==> src/rtl/stream_mux_arbiter_pkg.sv <==
// Shared definitions for the stream multiplexer/arbiter: mode encodings
// and the packet-lock FSM state type.
package stream_mux_arbiter_pkg;

  localparam logic MUX_MODE_SEL = 1'b0;
  localparam logic MUX_MODE_RR  = 1'b1;

  typedef enum logic {
    ST_IDLE   = 1'b0,
    ST_LOCKED = 1'b1
  } mux_state_t;

endpackage

==> src/rtl/stream_mux_arbiter_rr_arbiter.sv <==
// Combinational rotate-priority arbiter: grants the first requesting
// channel found scanning ptr_i, ptr_i+1, ... modulo CHANNELS.
module rr_arbiter
  import stream_mux_arbiter_pkg::*;
#(
  parameter int CHANNELS = 8,
  parameter int SEL_BITS = 3
) (
  input  logic [CHANNELS-1:0] req_i,
  input  logic [SEL_BITS-1:0] ptr_i,
  output logic                grant_valid_o,
  output logic [SEL_BITS-1:0] grant_idx_o
);

  logic [2*CHANNELS-1:0] req2;
  logic [2*CHANNELS-1:0] rot;
  int                    pos;

  // Rotate the request vector so the pointer lands at bit 0, then pick the
  // lowest set bit; scanning downward lets the nearest request win last.
  always_comb begin
    grant_valid_o = 1'b0;
    grant_idx_o   = '0;
    pos           = 0;
    req2          = {req_i, req_i};
    rot           = req2 >> ptr_i;
    for (int i = CHANNELS - 1; i >= 0; i--) begin
      if (rot[i]) begin
        grant_valid_o = 1'b1;
        pos           = int'(ptr_i) + i;
        if (pos >= CHANNELS) pos = pos - CHANNELS;
        grant_idx_o   = SEL_BITS'(pos);
      end
    end
  end

endmodule

==> src/rtl/stream_mux_arbiter.sv <==
// N-channel valid/ready stream multiplexer with explicit-select or
// round-robin arbitration, packet-level grant locking and one output
// register stage running at full throughput.
module stream_mux_arbiter
  import stream_mux_arbiter_pkg::*;
#(
  parameter int WIDTH    = 32,
  parameter int CHANNELS = 8,
  parameter int SEL_BITS = 3
) (
  input  logic                      clock,
  input  logic                      reset,
  input  logic [CHANNELS*WIDTH-1:0] in_data,
  input  logic [CHANNELS-1:0]       in_valid,
  input  logic [CHANNELS-1:0]       in_last,
  output logic [CHANNELS-1:0]       in_ready,
  input  logic                      mode,
  input  logic [SEL_BITS-1:0]       sel,
  output logic [WIDTH-1:0]          out_data,
  output logic                      out_last,
  output logic [SEL_BITS-1:0]       out_chan,
  output logic                      out_valid,
  input  logic                      out_ready
);

  mux_state_t          state_q, state_d;
  logic [SEL_BITS-1:0] rr_ptr_q, rr_ptr_d;
  logic [SEL_BITS-1:0] lock_chan_q, lock_chan_d;

  logic                out_valid_q, out_valid_d;
  logic [WIDTH-1:0]    out_data_q, out_data_d;
  logic                out_last_q, out_last_d;
  logic [SEL_BITS-1:0] out_chan_q, out_chan_d;

  logic                rr_gv;
  logic [SEL_BITS-1:0] rr_gi;
  logic                sel_req;
  logic                grant_vld;
  logic [SEL_BITS-1:0] grant_idx;
  logic                gnt_in_valid;
  logic                gnt_last;
  logic [WIDTH-1:0]    gnt_data;
  logic                load_en;
  logic                xfer;

  rr_arbiter #(
    .CHANNELS (CHANNELS),
    .SEL_BITS (SEL_BITS)
  ) u_rr (
    .req_i         (in_valid),
    .ptr_i         (rr_ptr_q),
    .grant_valid_o (rr_gv),
    .grant_idx_o   (rr_gi)
  );

  // Output register can take a beat when empty or being drained this cycle.
  assign load_en = !out_valid_q || out_ready;

  // Choose the granted channel: the lock holder while mid-packet, otherwise
  // the round-robin winner or the explicitly selected channel.
  always_comb begin
    sel_req = 1'b0;
    for (int i = 0; i < CHANNELS; i++) begin
      if (sel == SEL_BITS'(i)) sel_req = in_valid[i];
    end
    grant_vld = 1'b0;
    grant_idx = '0;
    if (state_q == ST_LOCKED) begin
      grant_vld = 1'b1;
      grant_idx = lock_chan_q;
    end else if (mode == MUX_MODE_RR) begin
      grant_vld = rr_gv;
      grant_idx = rr_gi;
    end else begin
      grant_vld = sel_req;
      grant_idx = sel;
    end
  end

  // Mux the granted channel's payload and drive its ready; ready is held
  // low while reset is asserted so nothing is consumed that cycle.
  always_comb begin
    gnt_in_valid = 1'b0;
    gnt_last     = 1'b0;
    gnt_data     = '0;
    in_ready     = '0;
    for (int i = 0; i < CHANNELS; i++) begin
      if (grant_idx == SEL_BITS'(i)) begin
        gnt_in_valid = in_valid[i];
        gnt_last     = in_last[i];
        gnt_data     = in_data[i*WIDTH +: WIDTH];
        in_ready[i]  = grant_vld && load_en && !reset;
      end
    end
  end

  assign xfer = grant_vld && gnt_in_valid && load_en && !reset;

  // Next-state for the lock FSM, round-robin pointer and output register.
  always_comb begin
    state_d     = state_q;
    rr_ptr_d    = rr_ptr_q;
    lock_chan_d = lock_chan_q;
    out_valid_d = out_valid_q;
    out_data_d  = out_data_q;
    out_last_d  = out_last_q;
    out_chan_d  = out_chan_q;
    if (xfer) begin
      out_valid_d = 1'b1;
      out_data_d  = gnt_data;
      out_last_d  = gnt_last;
      out_chan_d  = grant_idx;
      if (gnt_last) begin
        state_d  = ST_IDLE;
        rr_ptr_d = (grant_idx == SEL_BITS'(CHANNELS - 1)) ? '0
                                                          : grant_idx + SEL_BITS'(1);
      end else if (state_q == ST_IDLE) begin
        state_d     = ST_LOCKED;
        lock_chan_d = grant_idx;
      end
    end else if (out_ready) begin
      out_valid_d = 1'b0;
    end
  end

  // FSM state, arbitration pointer and lock holder.
  always_ff @(posedge clock) begin
    if (reset) begin
      state_q     <= ST_IDLE;
      rr_ptr_q    <= '0;
      lock_chan_q <= '0;
    end else begin
      state_q     <= state_d;
      rr_ptr_q    <= rr_ptr_d;
      lock_chan_q <= lock_chan_d;
    end
  end

  // Output register stage; an in-flight beat is dropped on reset.
  always_ff @(posedge clock) begin
    if (reset) begin
      out_valid_q <= 1'b0;
      out_data_q  <= '0;
      out_last_q  <= 1'b0;
      out_chan_q  <= '0;
    end else begin
      out_valid_q <= out_valid_d;
      out_data_q  <= out_data_d;
      out_last_q  <= out_last_d;
      out_chan_q  <= out_chan_d;
    end
  end

  assign out_valid = out_valid_q;
  assign out_data  = out_data_q;
  assign out_last  = out_last_q;
  assign out_chan  = out_chan_q;

endmodule

==> config.mk <==
export PLATFORM = sky130hd
export DESIGN_NAME = stream_mux_arbiter
export DESIGN_NICKNAME = d
export VERILOG_FILES = /design/src/rtl/stream_mux_arbiter_pkg.sv /design/src/rtl/stream_mux_arbiter_rr_arbiter.sv /design/src/rtl/stream_mux_arbiter.sv
export SDC_FILE = /design/constraint.sdc
export NUM_CORES = 1
export LEC_CHECK = 0
export CORE_MARGIN = 2
export CORE_UTILIZATION = 39
export CTS_BUF_LIST = sky130_fd_sc_hd__clkbuf_2
export DETAILED_ROUTE_END_ITERATION = 10
export PLACE_DENSITY = 0.82
export SLEW_MARGIN = 5
export SYNTH_ARGS = -nofsm -noshare
export SYNTH_HDL_FRONTEND = slang
export SYNTH_SLANG_ARGS = --single-unit
==> constraint.sdc <==
create_clock -name clock -period 4.4 [get_ports clock]
set_input_delay 0.44 -clock clock [delete_from_list [all_inputs] [get_ports clock]]
set_output_delay 0.44 -clock clock [all_outputs]
set_load 0.02 [all_outputs]
==> flow_summary.ini <==
[placed_design]
post-place-ws_ns = -1.04
port_buffers = 323
gp_congestion = 0.986
placed_area_um2 = 10900
hpwlAfterDp_mm = 24.7

[critical_path]
worst_setup_path_start_kind = input port
crit_top_cell = buf_4
cp.arrival_ns = 4.99
worstPathCellList = clkdlybuf4s50_1, buf_4, mux4_2, buf_4, nor2_4, a2111oi_4, a311oi_1, a21oi_1, a21oi_2, buf_4, ha_4, buf_12, buf_12, nand3b_1, a31oi_1, o2111ai_1, nor3_1, a211oi_1, a221oi_2, o221ai_1, a311oi_2
cp-end-kind = flip-flop
r2r-end = out_data[21]
critical_path_required_ns = 4.73
cp_slowest_cell = mux4_2
cp_max_fo = 16
crit_family = compound AO/OA/AOI/OAI gates
cpPeakStageDelay_ns = 0.55
r2r_slack_ns = -0.22
timing.rr.start = rr_ptr_q[0]
critPathKind = in2reg
crit_buf_inv = 6
ff2ff_path_depth = 20

[synthesis]
yosys-top-cells-count = 84 x a21oi_1, 82 x clkbuf_1, 81 x nand2_1
yosysMostFrequentCell = a21oi_1
ys_types = 66
synthArstFlopShare_pct = 0
synth_seq_cells = 44
synth.avg_cell_area_um2 = 7.60
ys_warn_count = 0
synth_area_um2 = 6630
synth_area_leaders = dfxtp_1 13%, nor2b_1 6.7%, a21oi_1 6.3%
yosysSeqAreaShare_pct = 13.3
synth_nets = 1160
synthCells = 873
synth_flop_cell = dfxtp_1
synth.top_cell.area_share_pct = 13.3
synth_edf_count = 0
synth_top_area_cell = dfxtp_1

[clock_tree]
clockBufferDepth = 2
tritoncts = yes
h-tree-depth = 2
worstSkewPairLatency_ns = 0.40
cts_root_buffer = clkbuf_2
hold_buffers = 0
clk_pin_slew_worst_paths_ns = 0.23
cts-buffers-inserted = 5
cts.sinks = 44

[power]
power_frac_comb_pct = 90.4
power_leakage_nw = 4.28
switching_share_pct = 50.5
switchingPower_mw = 4.79
power_mw = 9.50
seqPwrFrac_pct = 7.8
p_per_area_nw_per_um2 = 807
clkPwrFrac_pct = 1.8
internal_power_mw = 4.70
ir_drop_mv = 0.352

[sta]
relSlewSlack_pct = 54.8
holdWs_ns = 0.522
finalSetupViolations = 42
rsz0062_at_grt = yes
skew_ns = 0.0131
setup_slack_ns = -0.266
worst_pin_slew_ns = 0.678
hold_viol_final = 0
finalCritPeriodShare_pct = 106
drv_slew = 0
fmax_mhz = 214
fin_crit_ns = 4.67

[hold_path]
whs_path_depth = 2
hold_end = out_chan[0]
hold_path_class = reg2reg
hold_start = out_chan[0]

[grt]
grt_max_degree = 44
track_usage_pct = 35.1
antenna_found_initial = 1
grt_overflow_total = 0
grt_pass1_vias = 9056
grt_pass1_wl_mm = 50.2

[layout]
final_area_um2 = 11800
num_antenna_cells = 0
nets = 1537
area_growth_pct = 77.3
fillers = 1282
drive_above_1_share_pct = 26.2

[detailed_routing]
post-route-drc-count = 0
routed_wl_mm = 34.2
vias_per_cell = 6.40
wire_per_inst_um = 23.2
first_pass_iters = 5
vias = 9408
drtIter0Drc = 900
ant_nets = 0

[floorplan]
pin_count = 324
die_y_um = 134
die_w_um = 134
num_rows = 47
start_util_pct = 40.0
design.core.area_um2 = 16600
die-area_um2 = 18100

[outcome]
status = finished with violations
violations = negative setup slack

[job]
max-cap-violations = 0
-- state kept, by name, indices dropped and copies added (netlist names) --
register / cells
lock_chan_q: 3
rr_ptr_q: 3
out_chan: 3
out_valid: 1
state_q: 1
out_data: 32
out_last: 1
-- per-stage QoR --
stage	cells	util [%]	setup TNS, ns
final	1470	70.9	-4.32
after global routing	1470	70.9	-10.25
after CTS	1459	68.8	-0.165
after detailed placement	1432	65.5	-39.09
after global placement	1432	65.5	-37.55
after floorplan	873	-	-0.575
-- worst max-delay path by stage --
stage,cells past startpoint,endpoint,from
floorplan,20,out_data[20],rr_ptr_q[0]
global placement,21,lock_chan_q[1],in_valid[5]
detailed placement,20,out_data[0],in_valid[5]
CTS,20,out_data[8],rr_ptr_q[0]
global route,20,out_data[21],rr_ptr_q[0]
finish,21,out_data[21],in_valid[0]
-- layout by cell type (no fill, tap or decap), types with 5 or more instances in the layout --
cell | Yosys | layout
a211oi_1 | 39 | 29
a211oi_2 | 2 | 10
a21o_1 | 34 | 34
a21oi_1 | 84 | 83
a221oi_2 | 27 | 32
a311oi_1 | 8 | 8
a311oi_2 | 26 | 25
a31oi_1 | 32 | 23
a31oi_2 | 1 | 9
and2_1 | 37 | 37
buf_12 | 0 | 18
buf_4 | 3 | 126
buf_6 | 4 | 9
clkbuf_2 | 1 | 6
clkdlybuf4s50_1 | 0 | 309
dfxtp_1 | 44 | 42
dlygate4sd2_1 | 0 | 8
ha_4 | 0 | 5
inv_1 | 14 | 11
inv_2 | 2 | 5
mux2_2 | 7 | 5
mux4_2 | 10 | 10
nand2_1 | 81 | 80
nand3b_1 | 32 | 32
nor2_1 | 16 | 14
nor2b_1 | 71 | 71
nor3_1 | 41 | 30
nor3_2 | 1 | 11
o2111ai_1 | 32 | 29
o211ai_1 | 5 | 5
o221ai_1 | 34 | 29
o221ai_2 | 1 | 5
-- cell families (layout without fill, tap and decap cells) --
| group | after synthesis | in the layout | synth area share (%) |
|---|---|---|---|
| buf+inv | 126 | 503 | 8.07 |
| compound gates | 371 | 371 | 46.8 |
| flops | 44 | 44 | 13.3 |
| simple gates | 299 | 299 | 24.5 |
| fa+ha+maj | 8 | 8 | 1.51 |
| mux | 25 | 25 | 5.79 |
-- final cells by class --
type                       instances  area (um^2)  share of cell area (%)
clock inverter                     2         7.51                  0.0638
timing repair buffer             478         4720                    40.1
multi-input combinational        703         5790                    49.2
tap                              220          275                    2.34
inverter                          18         67.6                   0.574
sequential                        44          886                    7.53
clock buffer                       5         25.0                   0.213
-- tightest hold or removal path: cells and delay by family (launching register included) --
| kind | cells | cell delay [ns] |
|---|---|---|
| AO/OA/AOI/OAI | 2 | 0.13 |
| flip-flops | 1 | 0.38 |
-- layer usage --
metal	global-route usage [%]	vias up	share of wire [%]
li1	-	4174	-
met1	41.9	4442	37
met2	62.0	654	49
met3	5.86	138	8.0
met4	14.6	0	5.5
met5	0	-	0
-- power by group through the flow --
stage | Combinational [mW] | Sequential, mW | Clock, mW
floorplan | 4.50 | 0.901 | 0
finish | 8.59 | 0.738 | 0.172
global route | 9.03 | 0.752 | 0.191
CTS | 8.03 | 0.729 | 0.169
detailed placement | 7.40 | 0.735 | 0
global placement | 7.34 | 0.731 | 0
-- repair_timing --
| action | CTS | global route |
|---|---|---|
| endpoints found under the setup margin | 52 | 52 |
| pin swaps | 65 | 28 |
| gates cloned | 3 | 1 |
| setup buffers | 17 | 10 |
| resized for setup | 76 | 64 |
Power figures use the tool's default switching activity.
